<file path="src/rtl/rv32_pkg.sv">
// Shared RV32I control definitions: opcodes, sequencer state encodings,
// datapath select codes and the per-cycle control bundle.
package rv32_pkg;

    localparam logic [6:0] OP_R      = 7'b0110011;
    localparam logic [6:0] OP_I      = 7'b0010011;
    localparam logic [6:0] OP_LOAD   = 7'b0000011;
    localparam logic [6:0] OP_STORE  = 7'b0100011;
    localparam logic [6:0] OP_BRANCH = 7'b1100011;
    localparam logic [6:0] OP_JAL    = 7'b1101111;
    localparam logic [6:0] OP_JALR   = 7'b1100111;

    typedef enum logic [2:0] {
        S_FETCH  = 3'd0,
        S_DECODE = 3'd1,
        S_EXEC   = 3'd2,
        S_MEM    = 3'd3,
        S_WB     = 3'd4,
        S_TRAP   = 3'd5
    } state_e;

    localparam logic [1:0] PC_PLUS4 = 2'b00;
    localparam logic [1:0] PC_IMM   = 2'b01;
    localparam logic [1:0] PC_ALU   = 2'b10;

    localparam logic [1:0] WB_ALU   = 2'b00;
    localparam logic [1:0] WB_LOAD  = 2'b01;
    localparam logic [1:0] WB_PC4   = 2'b10;

    localparam logic [1:0] ALU_ADD  = 2'b00;
    localparam logic [1:0] ALU_BR   = 2'b01;
    localparam logic [1:0] ALU_RF   = 2'b10;
    localparam logic [1:0] ALU_IF   = 2'b11;

    typedef struct packed {
        logic       imem_req;
        logic       dmem_req;
        logic       dmem_we;
        logic       ir_we;
        logic       pc_we;
        logic [1:0] pc_src;
        logic       alu_src_b;
        logic [1:0] alu_op;
        logic       reg_we;
        logic [1:0] wb_sel;
        logic       retire;
    } ctrl_t;

    function automatic logic op_legal(input logic [6:0] op);
        case (op)
            OP_R, OP_I, OP_LOAD, OP_STORE,
            OP_BRANCH, OP_JAL, OP_JALR: op_legal = 1'b1;
            default:                    op_legal = 1'b0;
        endcase
    endfunction

endpackage

</file>
<file path="src/rtl/mc_wait_timer.sv">
// Memory-wait watchdog: counts consecutive stalled cycles and flags the
// cycle in which the TIMEOUT-th stall is being spent. TIMEOUT=0 disables it.
module mc_wait_timer #(
    parameter int TIMEOUT = 255
) (
    input  logic clk,
    input  logic rst_n,
    input  logic clr,
    input  logic en,
    output logic expired
);

    localparam int CW = (TIMEOUT > 1) ? $clog2(TIMEOUT) : 1;

    logic [CW-1:0] cnt;

    // cnt holds the number of stalls already spent, so it never needs to reach TIMEOUT
    always_ff @(posedge clk) begin
        if (!rst_n || clr)
            cnt <= '0;
        else if (en && !expired)
            cnt <= cnt + 1'b1;
    end

    generate
        if (TIMEOUT == 0) begin : g_off
            assign expired = 1'b0;
        end else begin : g_on
            assign expired = (cnt == CW'(TIMEOUT - 1));
        end
    endgenerate

endmodule

</file>
<file path="src/rtl/multicycle_ctrl.sv">
// Multi-cycle RV32I sequencer: FETCH/DECODE/EXEC/MEM/WB with memory handshakes
// and a sticky trap. Define MC_PERF_CNT_EN to add cycle/instret counters.
module multicycle_ctrl
    import rv32_pkg::*;
#(
    parameter int CNT_W   = 32,
    parameter int TIMEOUT = 255
) (
    input  logic       clk,
    input  logic       rst_n,
    input  logic [6:0] opcode,
    input  logic       branch_taken,
    input  logic       imem_ack,
    input  logic       dmem_ack,
    output logic       imem_req,
    output logic       dmem_req,
    output logic       dmem_we,
    output logic       ir_we,
    output logic       pc_we,
    output logic [1:0] pc_src,
    output logic       alu_src_b,
    output logic [1:0] alu_op,
    output logic       reg_we,
    output logic [1:0] wb_sel,
    output logic       retire,
    output logic       trap,
    output logic [2:0] state_o
`ifdef MC_PERF_CNT_EN
    ,
    output logic [CNT_W-1:0] cycle_cnt,
    output logic [CNT_W-1:0] instret_cnt
`endif
);

    if (CNT_W < 1) begin : g_cnt_w_chk
        $error("CNT_W must be at least 1");
    end

    state_e state, state_nxt;
    ctrl_t  ctl, ctl_o;
    logic   wait_en, expired;
    logic   is_r, is_i, is_ld, is_st, is_br, is_jal, is_jalr;

    assign is_r    = (opcode == OP_R);
    assign is_i    = (opcode == OP_I);
    assign is_ld   = (opcode == OP_LOAD);
    assign is_st   = (opcode == OP_STORE);
    assign is_br   = (opcode == OP_BRANCH);
    assign is_jal  = (opcode == OP_JAL);
    assign is_jalr = (opcode == OP_JALR);

    always_ff @(posedge clk) begin
        if (!rst_n)
            state <= S_FETCH;
        else
            state <= state_nxt;
    end

    mc_wait_timer #(.TIMEOUT(TIMEOUT)) u_timer (
        .clk     (clk),
        .rst_n   (rst_n),
        .clr     (!wait_en),
        .en      (wait_en),
        .expired (expired)
    );

    always_comb begin
        state_nxt = state;
        ctl       = '0;
        wait_en   = 1'b0;
        case (state)
            S_FETCH: begin
                ctl.imem_req = 1'b1;
                if (imem_ack) begin
                    ctl.ir_we = 1'b1;
                    state_nxt = S_DECODE;
                end else begin
                    wait_en = 1'b1;
                    if (expired) state_nxt = S_TRAP;
                end
            end
            S_DECODE: state_nxt = op_legal(opcode) ? S_EXEC : S_TRAP;
            S_EXEC: begin
                ctl.alu_src_b = !(is_r || is_br);
                ctl.alu_op    = is_r ? ALU_RF : is_i ? ALU_IF : is_br ? ALU_BR : ALU_ADD;
                if (is_br) begin
                    ctl.pc_we  = 1'b1;
                    ctl.pc_src = branch_taken ? PC_IMM : PC_PLUS4;
                    ctl.retire = 1'b1;
                    state_nxt  = S_FETCH;
                end else if (is_ld || is_st) begin
                    state_nxt = S_MEM;
                end else begin
                    state_nxt = S_WB;
                end
            end
            S_MEM: begin
                ctl.dmem_req = 1'b1;
                ctl.dmem_we  = is_st;
                if (dmem_ack) begin
                    if (is_st) begin
                        ctl.pc_we  = 1'b1;
                        ctl.retire = 1'b1;
                        state_nxt  = S_FETCH;
                    end else begin
                        state_nxt = S_WB;
                    end
                end else begin
                    wait_en = 1'b1;
                    if (expired) state_nxt = S_TRAP;
                end
            end
            S_WB: begin
                ctl.reg_we = 1'b1;
                ctl.pc_we  = 1'b1;
                ctl.retire = 1'b1;
                ctl.wb_sel = is_ld ? WB_LOAD : (is_jal || is_jalr) ? WB_PC4 : WB_ALU;
                ctl.pc_src = is_jal ? PC_IMM : is_jalr ? PC_ALU : PC_PLUS4;
                state_nxt  = S_FETCH;
            end
            S_TRAP:  state_nxt = S_TRAP;
            default: state_nxt = S_TRAP;
        endcase
    end

    // A reset cycle aborts whatever is in flight, so nothing may commit in it
    assign ctl_o = rst_n ? ctl : '0;

    assign imem_req  = ctl_o.imem_req;
    assign dmem_req  = ctl_o.dmem_req;
    assign dmem_we   = ctl_o.dmem_we;
    assign ir_we     = ctl_o.ir_we;
    assign pc_we     = ctl_o.pc_we;
    assign pc_src    = ctl_o.pc_src;
    assign alu_src_b = ctl_o.alu_src_b;
    assign alu_op    = ctl_o.alu_op;
    assign reg_we    = ctl_o.reg_we;
    assign wb_sel    = ctl_o.wb_sel;
    assign retire    = ctl_o.retire;
    assign trap      = (state == S_TRAP);
    assign state_o   = state;

`ifdef MC_PERF_CNT_EN
    always_ff @(posedge clk) begin
        if (!rst_n) begin
            cycle_cnt   <= '0;
            instret_cnt <= '0;
        end else if (state != S_TRAP) begin
            cycle_cnt <= cycle_cnt + 1'b1;
            if (ctl_o.retire) instret_cnt <= instret_cnt + 1'b1;
        end
    end
`endif

endmodule
</file>
<file path="config.mk">
export PLATFORM = sky130hd
export DESIGN_NAME = multicycle_ctrl
export DESIGN_NICKNAME = d
export VERILOG_FILES = /design/src/rtl/rv32_pkg.sv /design/src/rtl/mc_wait_timer.sv /design/src/rtl/multicycle_ctrl.sv
export SDC_FILE = /design/constraint.sdc
export NUM_CORES = 1
export LEC_CHECK = 0
export CAP_MARGIN = 10
export CORE_MARGIN = 4
export CORE_UTILIZATION = 55
export CTS_CLUSTER_SIZE = 10
export DETAILED_ROUTE_END_ITERATION = 12
export DONT_BUFFER_PORTS = 1
export HOLD_SLACK_MARGIN = 0.15
export PLACE_DENSITY = 0.78
export SLEW_MARGIN = 25
export SYNTH_ARGS = -nofsm -noshare
export SYNTH_HDL_FRONTEND = slang
export SYNTH_SLANG_ARGS = --single-unit
export TNS_END_PERCENT = 5
</file>
<file path="constraint.sdc">
create_clock -name clk -period 2 [get_ports clk]
set_clock_uncertainty 0.05 [all_clocks]
set_input_delay 0.6 -clock clk [delete_from_list [all_inputs] [get_ports clk]]
set_output_delay 0.6 -clock clk [all_outputs]
set_load 0.03 [all_outputs]
</file>
Word level (Yosys, flattened, before mapping)
Cells that the tools add are included.
Storage, ports and cells
  bits of input ports: 12
  bits in writable memories: 0
  memories kept: 0
  latch bits: 0
  word-level logic and storage cells: 62
  bits in read-only memories: 0
  bits in registers: 11
  output and inout bits: 18
Operators by class
  equality and inequality tests: 13
  $mul: 0
  divide/modulo/power cells: 0
  multiplexer cells: 35
  bitwise operators: 0
  shift-type cells: 0
  reductions and logical operators: 11
  magnitude comparators: 0
  add/sub/neg operators: 1
Operators by type and width (count)
  $mux W3: 10
  $eq A7 B7 Y1 const B: 3
  $pmux W3 S5: 1
  $eq A7 B6 Y1 const B: 2
  $mux W14: 1
  $mux W2: 7
  $mux W1: 12
  $add A8 B1 Y8 const B: 1
  $eq A8 B8 Y1 const B: 1
  $eq A7 B2 Y1 const B: 1
  $eq A7 B5 Y1 const B: 1
  $reduce_or A7 Y1: 1
  $eq A3 B2 Y1 const B: 2
  $eq A3 B3 Y1 const B: 2
  $pmux W1 S3: 2
  $logic_not A1 Y1: 4
  $logic_or A1 B1 Y1: 4
  $pmux W2 S2: 1
  $eq A3 B1 Y1 const B: 1
  $logic_not A3 Y1: 1
  $pmux W1 S2: 1
  $logic_and A1 B1 Y1: 1

Longest topological paths before layout
  word-level depth: 6
  depth in mapped cells: 7
  gate-level depth less buffers: 6

Cells and area by module
From an unflattened synthesis, not the netlist that was laid out.
Unflattened totals
  cells, all modules: 129
  area, all modules: 974.7 sq um
By module, submodules not included
  multicycle_ctrl: area each 530.5 sq um, seq. area each 60.1 sq um, times used 1, cells each 76
  mc_wait_timer: area each 444.2 sq um, seq. area each 160.2 sq um, times used 1, cells each 53

Worst setup path before layout
Ideal clock, no wire load.
  path kind: in2out
  start: in opcode[4]
  end: out pc_src[1]
  buffers on the path: 1
  stages on the path: 5
  data arrival time: 2218 ps
  setup slack: -868 ps
  data required time: 1350 ps
  path through: clkbuf_1 nand2b_1 nor3_2 nor2b_1 nor2b_1
On the way
  longest elaborated chain between the ends: 5
  elaborated cells on any way between the ends: 6
  classes of those cells: eq/ne (2); mux (4)
Ends and longest elaborated chain
  from (decl): RTL line multicycle_ctrl.sv:11  | input logic [6:0] opcode,
  $eq A7 B7 Y1: RTL line multicycle_ctrl.sv:50  | assign is_jalr = (opcode == OP_JALR);
  $mux W2: RTL line multicycle_ctrl.sv:118  | ctl.pc_src = is_jal ? PC_IMM : is_jalr ? PC_ALU : PC_PLUS4;
  $mux W2 *: RTL line multicycle_ctrl.sv:118
  $pmux W2 S2 *: RTL line multicycle_ctrl.sv:71  | case (state)
  $mux W14 *: RTL line multicycle_ctrl.sv:127  | assign ctl_o = rst_n ? ctl : '0;
  to (decl): RTL line multicycle_ctrl.sv:20  | output logic [1:0] pc_src,
Every way passes the cells marked *; elsewhere a longest branch is shown, timed or not.

Worst setup path after layout
  start: in rst_n
  end: out alu_op[1]
On the way
  longest elaborated chain between the ends: 1
Ends and longest elaborated chain
  from (decl): RTL line multicycle_ctrl.sv:10  | input logic rst_n,
  $mux W14: RTL line multicycle_ctrl.sv:127
  to (decl): RTL line multicycle_ctrl.sv:22  | output logic [1:0] alu_op,
No other way between the ends.

==> run_results.csv <==
group,metric,value,unit
global_route,antenna_found_initial,0,
finish,utilization,0.890,
die,dieHeight,47.9,µm
timing,min_period,2.21,ns
route,totalWireLength,2710,µm
pwr,clkPwrFrac,0.263,
logic_synthesis,synthesis.area,877,µm²
global_route,grt_max_degree,14,
finish,fillers,72,
die,design.core.area,0.00151,mm²
clocking,htreeDepth,1,
global_route,grt_pass1_vias,898,
die,start_util,0.582,
min_path,hp-class,"reg2reg",
clocking,numCtsBuffers,3,
route,viasPerCell,6.04,
global_route,grt_overflow_total,0,
pwr,power_switching,174,µW
logic_synthesis,synth_cell_type_count,42,
logic_synthesis,synth_area_per_cell,7.43,µm²
logic_synthesis,synth-edff-count,0,
pwr,pwr_density_cell,417,mW/mm²
logic_synthesis,synth_ff_type,"dfxtp_1",
route,via_count,985,
run_status,status,"finished, violations left",
timing,finalCritPeriodShare,1.10,
critical_path,setup.worst_path.end_class,"primary output",
place,hpwlAfterDp,1820,µm
logic_synthesis,ys_top_cells_by_area,"dfxtp_1 25%, xor2_1 7.0%, nor2_1 5.6%",
place,gp_congestion,0.829,
route,ant_nets,0,
timing,worst_pin_slew,0.385,ns
clocking,cts.sinks,11,
finish,area_delta_synth_final,52.9,%
pwr,internal_power,386,µW
place,portBuffers,0,
timing,rsz0062_at_grt,"yes",
critical_path,required,1.35,ns
pwr,comb_power_share,0.321,
clocking,cts_buffer_depth,2,
route,drt_iter0_markers,22,
global_route,grt_pass1_wl,3860,µm
route,drtPass1Iterations,4,
global_route,grt_usage,0.238,
min_path,hold_path.startpoint,"u_timer.cnt[7]",
timing,fmax,454,MHz
timing,setup_violations,10,
logic_synthesis,async_reset_ff_frac,0,
logic_synthesis,yosysSeqAreaShare,0.251,
critical_path,crit_arrival,1.56,ns
logic_synthesis,ys_ff_latch,11,
clocking,clkLatencyLatePin,0.27,ns
logic_synthesis,yosys_warnings,0,
logic_synthesis,syn_inst,118,
route,remaining_drc_errors,0,
pwr,p_sw_frac,0.311,
logic_synthesis,synth_top_area_cell,"dfxtp_1",
die,die_x,47.9,µm
die,dieArea,0.00230,mm²
logic_synthesis,synthTopCellsByCount,"13 x nor2_1, 11 x dfxtp_1, 8 x nand2_1",
critical_path,path_class,"in2out",
timing,slew_headroom,0.739,
die,ios,30,
pwr,ir_drop,0.452,mV
finish,insertedDiodeCount,0,
timing,hold_violations,0,
clocking,tritoncts,"done",
logic_synthesis,syn_nets,132,
critical_path,critPathLaunch,"rst_n",
timing,slew_violations,0,
finish,nets,162,
finish,drive_gt1_frac,0.456,
logic_synthesis,synth.most_common_cell,"nor2_1",
timing,worst_slack,-0.205,ns
die,std_cell_rows,14,
clocking,clk_pin_slew_worst_paths,0.06,ns
logic_synthesis,synth_top_area_frac,0.251,
run_status,violations,"setup timing",
pwr,p_leak,0.000539,µW
route,wl_per_cell,16.7,µm
place,place_worst_setup_slack,-0.294,ns
critical_path,start_kind,"input pin",
run,maxCapViolCount,0,
clocking,root_buffer,"clkbuf_4",
pwr,seq_power_share,0.416,
critical_path,r2r_start,"state_o[0]",
critical_path,critPathMaxFanout,3,
## cells by family after synthesis
group / share of synthesized area
buffers and inverters: 0.0613
xor gates and xnor gates: 0.0799
AOI/OAI and AO/OA: 0.144
DFF: 0.251
and+or+nand+nor: 0.422
muxes: 0.0128
adders and majority gates: 0.0285
## what timing repair did
item	in CTS	in global routing
setup buffers	3	1
setup endpoints to repair	13	14
pin swaps	6	4
resized for setup	13	19
hold endpoints to repair	0	0
hold buffers	0	0
## layer usage
metal,up-vias,global-route usage,part of all wire
li1,476,-,-
met1,456,0.269,0.38
met2,47,0.449,0.54
met3,6,0.0263,0.071
met4,0,0.0860,0.017
met5,-,0,0
## per-stage QoR
| step | setup TNS (ns) | cells | total power (µW) | cell area (µm²) | hold WS [ns] |
|---|---|---|---|---|---|
| 2_1_floorplan | -2.97 | 118 | 342 | 957 | 0.422 |
| 3_3_place_gp | -1.32 | 155 | 375 | 1160 | 0.434 |
| 3_5_place_dp | -1.61 | 155 | 379 | 1160 | 0.440 |
| 4_1_cts | -1.21 | 162 | 540 | 1270 | 0.460 |
| 5_1_grt | -1.69 | 163 | 588 | 1340 | 0.490 |
| 6_report | -1.30 | 163 | 560 | 1340 | 0.475 |
## final cells by class
class	count	area (µm²)	share of cell area
inverters	5	18.8	0.0140
well taps	16	20.0	0.0149
clock buffers	4	26.3	0.0196
repair buffers	32	292	0.217
multi-input cells	95	756	0.563
flip-flops and latches	11	229	0.171
## layout by cell type, fill, tap and decap left out, types with 3 or more instances in the layout
cell,instances
buf_4,23
nor2_1,9
dfxtp_1,8
nand2_1,7
xor2_1,7
buf_6,7
nand3_1,5
nand4_1,5
inv_1,4
nor2_4,3
nor3_2,3
nor2b_1,3
nor3_1,3
clkbuf_4,3
## registers in the layout, indices dropped and copies added, names as in the netlist
signal	count
u_timer.cnt	8
state_o	3
## worst max-delay path, stage by stage
cell and delay, ns:
inv_2 0.03, nor2_4 0.13, nand2_2 0.09, or3_4 0.37, nor3b_4 0.18, buf_6 0.15
## worst paths after layout
kind | to | slack (ns) | depth (start not counted)
hold / removal | u_timer.cnt[7] | 0.48 | 2
hold reg to reg | u_timer.cnt[7] | 0.48 | 2
setup reg to reg | u_timer.cnt[3] | 0.13 | 7
setup / recovery | alu_op[1] | -0.21 | 6
## power groups by stage
stage	Clock (µW)	Combinational, µW	Sequential, µW
after floorplan	0	98.4	244
after global placement	0	137	238
after detailed placement	0	142	238
after CTS	151	157	232
after global routing	164	191	233
final	147	180	233
Note: power is estimated with default switching activity, not from simulation.
